`src/rtl/serial_link_gen2.sv`:
```
// serial_link_gen2: CPU-programmed serial shift link.
// A transfer shifts DATA_W bits of sb MSB-first out on serial_data_out and shifts
// serial_data_in into sb LSB-first. The bit clock is either generated internally
// from a divider, or taken from the asynchronous serial_clk_in.
// Ports:
//   clk, rst                    system clock, synchronous active-high reset
//   sel_sc, sel_sb, cpu_wr_n    CPU register selects and active-low write strobe
//   sc_start_in, sc_int_clock_in, sc_fast_in, sb_in   CPU write data
//   serial_clk_in, serial_data_in                     link inputs (clock is async)
//   serial_clk_out, serial_data_out                   link outputs
//   sb                          shift register contents
//   serial_irq                  one-cycle completion pulse
//   sc_start, sc_int_clock, sc_fast, busy             control readback and status
`timescale 1ns/1ps
module serial_link_gen2 #(
  parameter int unsigned DATA_W      = 8,
  parameter int unsigned DIV_NORMAL  = 511,
  parameter int unsigned DIV_FAST    = 15,
  parameter int unsigned SYNC_STAGES = 2
) (
  input  logic              clk,
  input  logic              rst,
  input  logic              sel_sc,
  input  logic              sel_sb,
  input  logic              cpu_wr_n,
  input  logic              sc_start_in,
  input  logic              sc_int_clock_in,
  input  logic              sc_fast_in,
  input  logic [DATA_W-1:0] sb_in,
  input  logic              serial_clk_in,
  input  logic              serial_data_in,
  output logic              serial_clk_out,
  output logic              serial_data_out,
  output logic [DATA_W-1:0] sb,
  output logic              serial_irq,
  output logic              sc_start,
  output logic              sc_int_clock,
  output logic              sc_fast,
  output logic              busy
);

  localparam int unsigned DIV_MAX = (DIV_NORMAL > DIV_FAST) ? DIV_NORMAL : DIV_FAST;
  localparam int unsigned DIV_W   = (DIV_MAX > 0) ? $clog2(DIV_MAX + 1) : 1;
  localparam int unsigned CNT_W   = $clog2(DATA_W + 1);

  typedef enum logic [1:0] {StIdle, StIntLow, StIntHigh, StExtWait} state_e;

  state_e                 r_state, w_state_next;
  logic [DIV_W-1:0]       r_div;
  logic [CNT_W-1:0]       r_cnt;
  logic [DATA_W-1:0]      r_sb;
  logic [SYNC_STAGES-1:0] r_sync;
  logic                   r_sc_start, r_sc_int_clock, r_sc_fast;
  logic                   r_clk_out, r_data_out, r_irq;

  logic              w_sc_wr, w_sb_wr, w_start;
  logic              w_div_zero, w_last, w_sync_rise, w_sync_fall;
  logic              w_int_fall, w_int_rise, w_ext_out, w_ext_shift, w_shift, w_busy;
  logic [DIV_W-1:0]  w_reload, w_reload_start;
  logic [DATA_W-1:0] w_sb_shift;

  assign w_sc_wr    = sel_sc & ~cpu_wr_n;
  assign w_sb_wr    = sel_sb & ~cpu_wr_n;
  assign w_start    = w_sc_wr & sc_start_in;
  assign w_div_zero = (r_div == '0);
  assign w_last     = (r_cnt == CNT_W'(1));
  // Oldest two synchroniser stages; stage 0 is the newest sample.
  assign w_sync_rise = r_sync[SYNC_STAGES-2] & ~r_sync[SYNC_STAGES-1];
  assign w_sync_fall = ~r_sync[SYNC_STAGES-2] & r_sync[SYNC_STAGES-1];
  assign w_reload       = r_sc_fast  ? DIV_W'(DIV_FAST) : DIV_W'(DIV_NORMAL);
  assign w_reload_start = sc_fast_in ? DIV_W'(DIV_FAST) : DIV_W'(DIV_NORMAL);
  // Truncating cast drops the MSB; for DATA_W=1 this leaves just serial_data_in.
  assign w_sb_shift = DATA_W'({r_sb, serial_data_in});

  // State register
  always_ff @(posedge clk) begin
    if (rst) r_state <= StIdle;
    else     r_state <= w_state_next;
  end

  // Next-state logic; any SC write overrides the running transfer.
  always_comb begin
    w_state_next = r_state;
    if (w_sc_wr) begin
      if (sc_start_in) w_state_next = sc_int_clock_in ? StIntHigh : StExtWait;
      else             w_state_next = StIdle;
    end else begin
      unique case (r_state)
        StIntHigh: if (w_div_zero) w_state_next = StIntLow;
        StIntLow:  if (w_div_zero) w_state_next = w_last ? StIdle : StIntHigh;
        StExtWait: if (w_sync_rise && w_last) w_state_next = StIdle;
        default:   w_state_next = r_state;
      endcase
    end
  end

  // Output / action decode
  always_comb begin
    w_busy      = (r_state != StIdle);
    w_int_fall  = 1'b0;
    w_int_rise  = 1'b0;
    w_ext_out   = 1'b0;
    w_ext_shift = 1'b0;
    if (!w_sc_wr) begin
      unique case (r_state)
        StIntHigh: w_int_fall = w_div_zero;
        StIntLow:  w_int_rise = w_div_zero;
        StExtWait: begin
          w_ext_out   = w_sync_fall;
          w_ext_shift = w_sync_rise;
        end
        default: w_busy = 1'b0;
      endcase
    end
    w_shift = w_int_rise | w_ext_shift;
  end

  // Datapath
  always_ff @(posedge clk) begin
    if (rst) begin
      r_div          <= '0;
      r_cnt          <= '0;
      r_sb           <= '0;
      r_sync         <= {SYNC_STAGES{serial_clk_in}};
      r_sc_start     <= 1'b0;
      r_sc_int_clock <= 1'b0;
      r_sc_fast      <= 1'b0;
      r_clk_out      <= 1'b1;
      r_data_out     <= 1'b1;
      r_irq          <= 1'b0;
    end else begin
      r_irq <= 1'b0;
      // Preloading with the live pin value stops a stale level looking like an edge.
      r_sync <= w_start ? {SYNC_STAGES{serial_clk_in}}
                        : {r_sync[SYNC_STAGES-2:0], serial_clk_in};

      if (w_start) begin
        r_div <= w_reload_start;
      end else if (r_state == StIntHigh || r_state == StIntLow) begin
        r_div <= w_div_zero ? w_reload : r_div - DIV_W'(1);
      end

      if (w_sc_wr) begin
        r_sc_start     <= sc_start_in;
        r_sc_int_clock <= sc_int_clock_in;
        r_sc_fast      <= sc_fast_in;
        r_clk_out      <= 1'b1;
        if (sc_start_in) r_cnt <= CNT_W'(DATA_W);
      end

      if (w_int_fall) begin
        r_clk_out  <= 1'b0;
        r_data_out <= r_sb[DATA_W-1];
      end
      if (w_ext_out) r_data_out <= r_sb[DATA_W-1];

      if (w_shift) begin
        r_sb  <= w_sb_shift;
        r_cnt <= r_cnt - CNT_W'(1);
        if (w_int_rise) r_clk_out <= 1'b1;
        if (w_last) begin
          r_irq      <= 1'b1;
          r_sc_start <= 1'b0;
        end
      end

      // A CPU load wins over a shift landing in the same cycle.
      if (w_sb_wr) r_sb <= sb_in;
    end
  end

  assign serial_clk_out  = r_clk_out;
  assign serial_data_out = r_data_out;
  assign sb              = r_sb;
  assign serial_irq      = r_irq;
  assign sc_start        = r_sc_start;
  assign sc_int_clock    = r_sc_int_clock;
  assign sc_fast         = r_sc_fast;
  assign busy            = w_busy;

endmodule

```
`config.mk`:
```
export PLATFORM = sky130hd
export DESIGN_NAME = serial_link_gen2
export DESIGN_NICKNAME = d
export VERILOG_FILES = /design/src/rtl/serial_link_gen2.sv
export SDC_FILE = /design/constraint.sdc
export NUM_CORES = 1
export LEC_CHECK = 0
export ABC_AREA = 1
export CAP_MARGIN = 40
export CORE_MARGIN = 5
export CORE_UTILIZATION = 55
export DETAILED_ROUTE_END_ITERATION = 7
export PLACE_DENSITY_LB_ADDON = 0.08
export SLEW_MARGIN = 0
export SYNTH_ARGS = -nofsm -noshare
export SYNTH_HDL_FRONTEND = slang
export SYNTH_SLANG_ARGS = --single-unit
```
`constraint.sdc`:
```
create_clock -name clk -period 3.3 [get_ports clk]
set_clock_uncertainty 0.1 [all_clocks]
set_input_delay 0.825 -clock clk [delete_from_list [all_inputs] [get_ports clk]]
set_output_delay 0.825 -clock clk [all_outputs]
set_load 0.005 [all_outputs]
```
==> key figures <==
Critical path
  • Critical path data arrival time: 1.50 ns
  • Cell family with most CP delay: buffers and inverters
  • Setup Crit Path Kind: register to output port
  • Required arrival time at the worst endpoint: 2.37 ns
  • Register-to-register path setup slack: about 1.6 ns
  • Startpoint type of the worst setup path: register
  • Critical path buffers and inverters: 3
  • Crit path cell chain: inv_1 > ha_1 > inv_1 > clkdlybuf4s50_1
  • Biggest fanout along the worst timing path: 4
  • Critical Path Most Common Cell: sky130_fd_sc_hd__inv_1
  • Crit path max-delay cell type: sky130_fd_sc_hd__clkdlybuf4s50_1
  • Crit-path max cell delay: approximately 0.48 ns
  • Critical Path Sink Type: output port

Route
  • Average vias per placed instance: 5.058
  • Vias after detailed routing: 1654
  • Drc violations: 0
  • Drt pass-1 iters: 4
  • WL per Instance: 11.62 µm
  • DRC marker count from the first detailed-route iteration: 133
  • Overall routed net length: 3.801 mm
  • Antenna-violating nets left: 0

Timing
  • Final hold violation count: 0
  • Pins Over Slew Limit: 0
  • Part of the cycle the worst path needs: about three quarters
  • Worst-case headroom to the max-slew limit: 70.81%
  • Final Hold Slack: 0.3634 ns
  • Slew @ Worst Pin: 0.4373 ns
  • Period minus WS final: 2.429 ns
  • Number of endpoints failing setup at the final stage: 0
  • Fmax: 0.4117 GHz
  • Total negative setup slack: 0 ns
  • Unrepaired setup endpoints after global routing: no

Die
  • Starting utilization of the core area: between 50% and 60%
  • Std-Cell Core Area: just over 3000 µm²
  • Vertical die dimension: roughly 67 µm
  • I/O pin count: 33
  • DIE AREA: 4502 µm²
  • Die boundary width: 67.10 µm
  • Row cnt: 20

GRT
  • Via count of the first global-routing pass: about 1500
  • Pin count of the biggest net entering global routing: 19
  • Grt ovf: 0
  • Initial antenna violation count: 0
  • Global-route wire length before repair: 6.699 mm
  • Global routing usage summed across all routing layers: 19.66%

Clock tree
  • Source-to-sink clock delay at the later pin of the worst-skew pair: 0.33 ns
  • Number of gates resized after CTS: 0
  • Clock tree from TritonCTS: done
  • CTS root buf: sky130_fd_sc_hd__clkbuf_4
  • Number of H-tree branching levels: 2
  • Number of buffers on the longest clock path: 2
  • Clk sink count: 31
  • Inserted Clock Buffers: 5
  • Post-CTS setup buffers: 0
  • Clk slew on worst S/H paths: ~0.10 ns
  • Count of hold buffers inserted by post-cts repair: 0

Run
  • Count of maximum capacitance violations: 0

Yosys
  • Sequential element share of the synthesized area: 34.61%
  • Synthesized area: 1793 µm²
  • Number of distinct standard cells referenced by the synthesized netlist: 30
  • Syn nets: 275
  • Count of warnings emitted by yosys: 0
  • Register bit count reported by yosys: 31
  • Count of mapped cells out of synthesis: 250
  • Avg Inst Size Synth: about 7.2 µm²

Layout
  • Filler cells: 288
  • Area overhead of the layout relative to synthesis: 21.63%
  • Layout Utilization: 70.85%
  • Antenna cell count: 0
  • Fraction of layout instances using a drive strength above 1: between 10 and 15%
  • Nets: between 300 and 400

Power
  • Leak Pwr: 0.9823 nW
  • Power density cells: approximately 630 nW/µm²
  • Largest vdd supply drop: ~0.32 mV

Placed design
  • Routability congestion estimate from global placement: 0.8981
  • Dpl hpwl: between 2 and 3 mm
  • Number of buffer cells added on primary ports: 32

Worst hold path
  • Classification of the worst-slack hold path: register to register

Outcome
  • Outcome: completed
path summary, 6_finish.rpt:
path | cells past startpoint | from | to
max | 4 | r_state[1]$_SDFFE_PP0P_ | busy
min | 2 | r_sync[0]$_DFF_P_ | r_sync[1]$_DFF_P_
max reg2reg | 7 | r_state[1]$_SDFFE_PP0P_ | r_div[6]$_SDFFE_PP0P_
min reg2reg | 2 | r_sync[0]$_DFF_P_ | r_sync[1]$_DFF_P_
Yosys cell counts (all sizes together):
library cell | number | area (µm²)
xnor2 | 1 | 8.760
nor3 | 2 | 10.01
mux2i | 1 | 10.01
or2 | 1 | 6.260
dfxtp | 31 | 620.6
ha | 7 | 87.58
nand4 | 11 | 68.82
a22oi | 1 | 7.510
xor2 | 3 | 26.28
o21ai | 11 | 55.05
a31oi | 1 | 6.260
buf | 5 | 43.79
nand2 | 72 | 305.3
a21boi | 1 | 7.510
a21oi | 26 | 137.6
clkbuf | 2 | 7.510
nor2 | 19 | 120.1
inv | 35 | 138.9
nand3 | 20 | 125.1
tightest hold or removal path, stage by stage, from the launching register on:
cell	delay, ns
sky130_fd_sc_hd__dfxtp_1	0.34
sky130_fd_sc_hd__mux2i_1	0.06
sky130_fd_sc_hd__inv_1	0.04
per-layer routing:
metal  wire length (µm)  track usage, %
met1               1808           24.82
met2               1768           31.41
met3                177           5.734
met4                 46           7.089
met5                  0               0
final cells by class:
type | instances | area (µm²) | share of cell area (%)
clock buffer | 6 | 51.30 | 2.352
clock inverter | 1 | 5.005 | 0.2295
inverter | 35 | 138.9 | 6.368
multi-input combinational | 177 | 982.2 | 45.04
sequential | 31 | 620.6 | 28.46
tap | 44 | 55.05 | 2.524
timing repair buffer | 33 | 327.8 | 15.03
sequential cells by signal (all words and copies together) (netlist names), 2 cells and up:
register / flops
r_div: 9
r_cnt: 4
r_state: 2
r_sync: 2
sb: 8
cells by family (layout without fill, tap and decap cells):
kind of cell | after synthesis | count (layout) | synth area share, %
AND/OR/NAND/NOR | 125 | 125 | 35.45
buffers and inverters | 42 | 75 | 10.61
multiplexers | 1 | 1 | 0.5583
XOR/XNOR | 4 | 4 | 1.954
AO/OA/AOI/OAI | 40 | 40 | 11.93
flip-flops | 31 | 31 | 34.61
adder cells (fa/ha/maj) | 7 | 7 | 4.885
metrics by stage:
step / setup slack [ns] / std cells / total power, mW / area, µm²
finish: 0.8707 / 327 / 1.365 / 2181
global route: 0.7457 / 327 / 1.497 / 2181
CTS: 0.8406 / 327 / 1.375 / 2181
detailed placement: 0.8482 / 320 / 1.143 / 2125
global placement: 0.8606 / 320 / 1.133 / 2125
floorplan: 1.520 / 250 / 1.010 / 1793
cell usage in the layout (no fill, tap or decap), drive strengths merged:
cell type,count
a22oi,1
xnor2,1
nand2,72
nand4,11
clkdlybuf4s50,32
xor2,3
o21ai,11
inv,35
nand3,20
nor3,2
buf,1
nor2,19
a21oi,26
a31oi,1
clkbuf,6
ha,7
dfxtp,31
clkinv,1
or2,1
mux2i,1
a21boi,1
report_power, final:
part | switching, mW | total (mW) | internal, mW
clock network | 0.131 | 0.229 | 0.0986
logic | 0.380 | 0.639 | 0.259
registers | 0.0540 | 0.497 | 0.443
total | 0.565 | 1.36 | 0.800
Note: power is estimated with default switching activity, not from simulation.
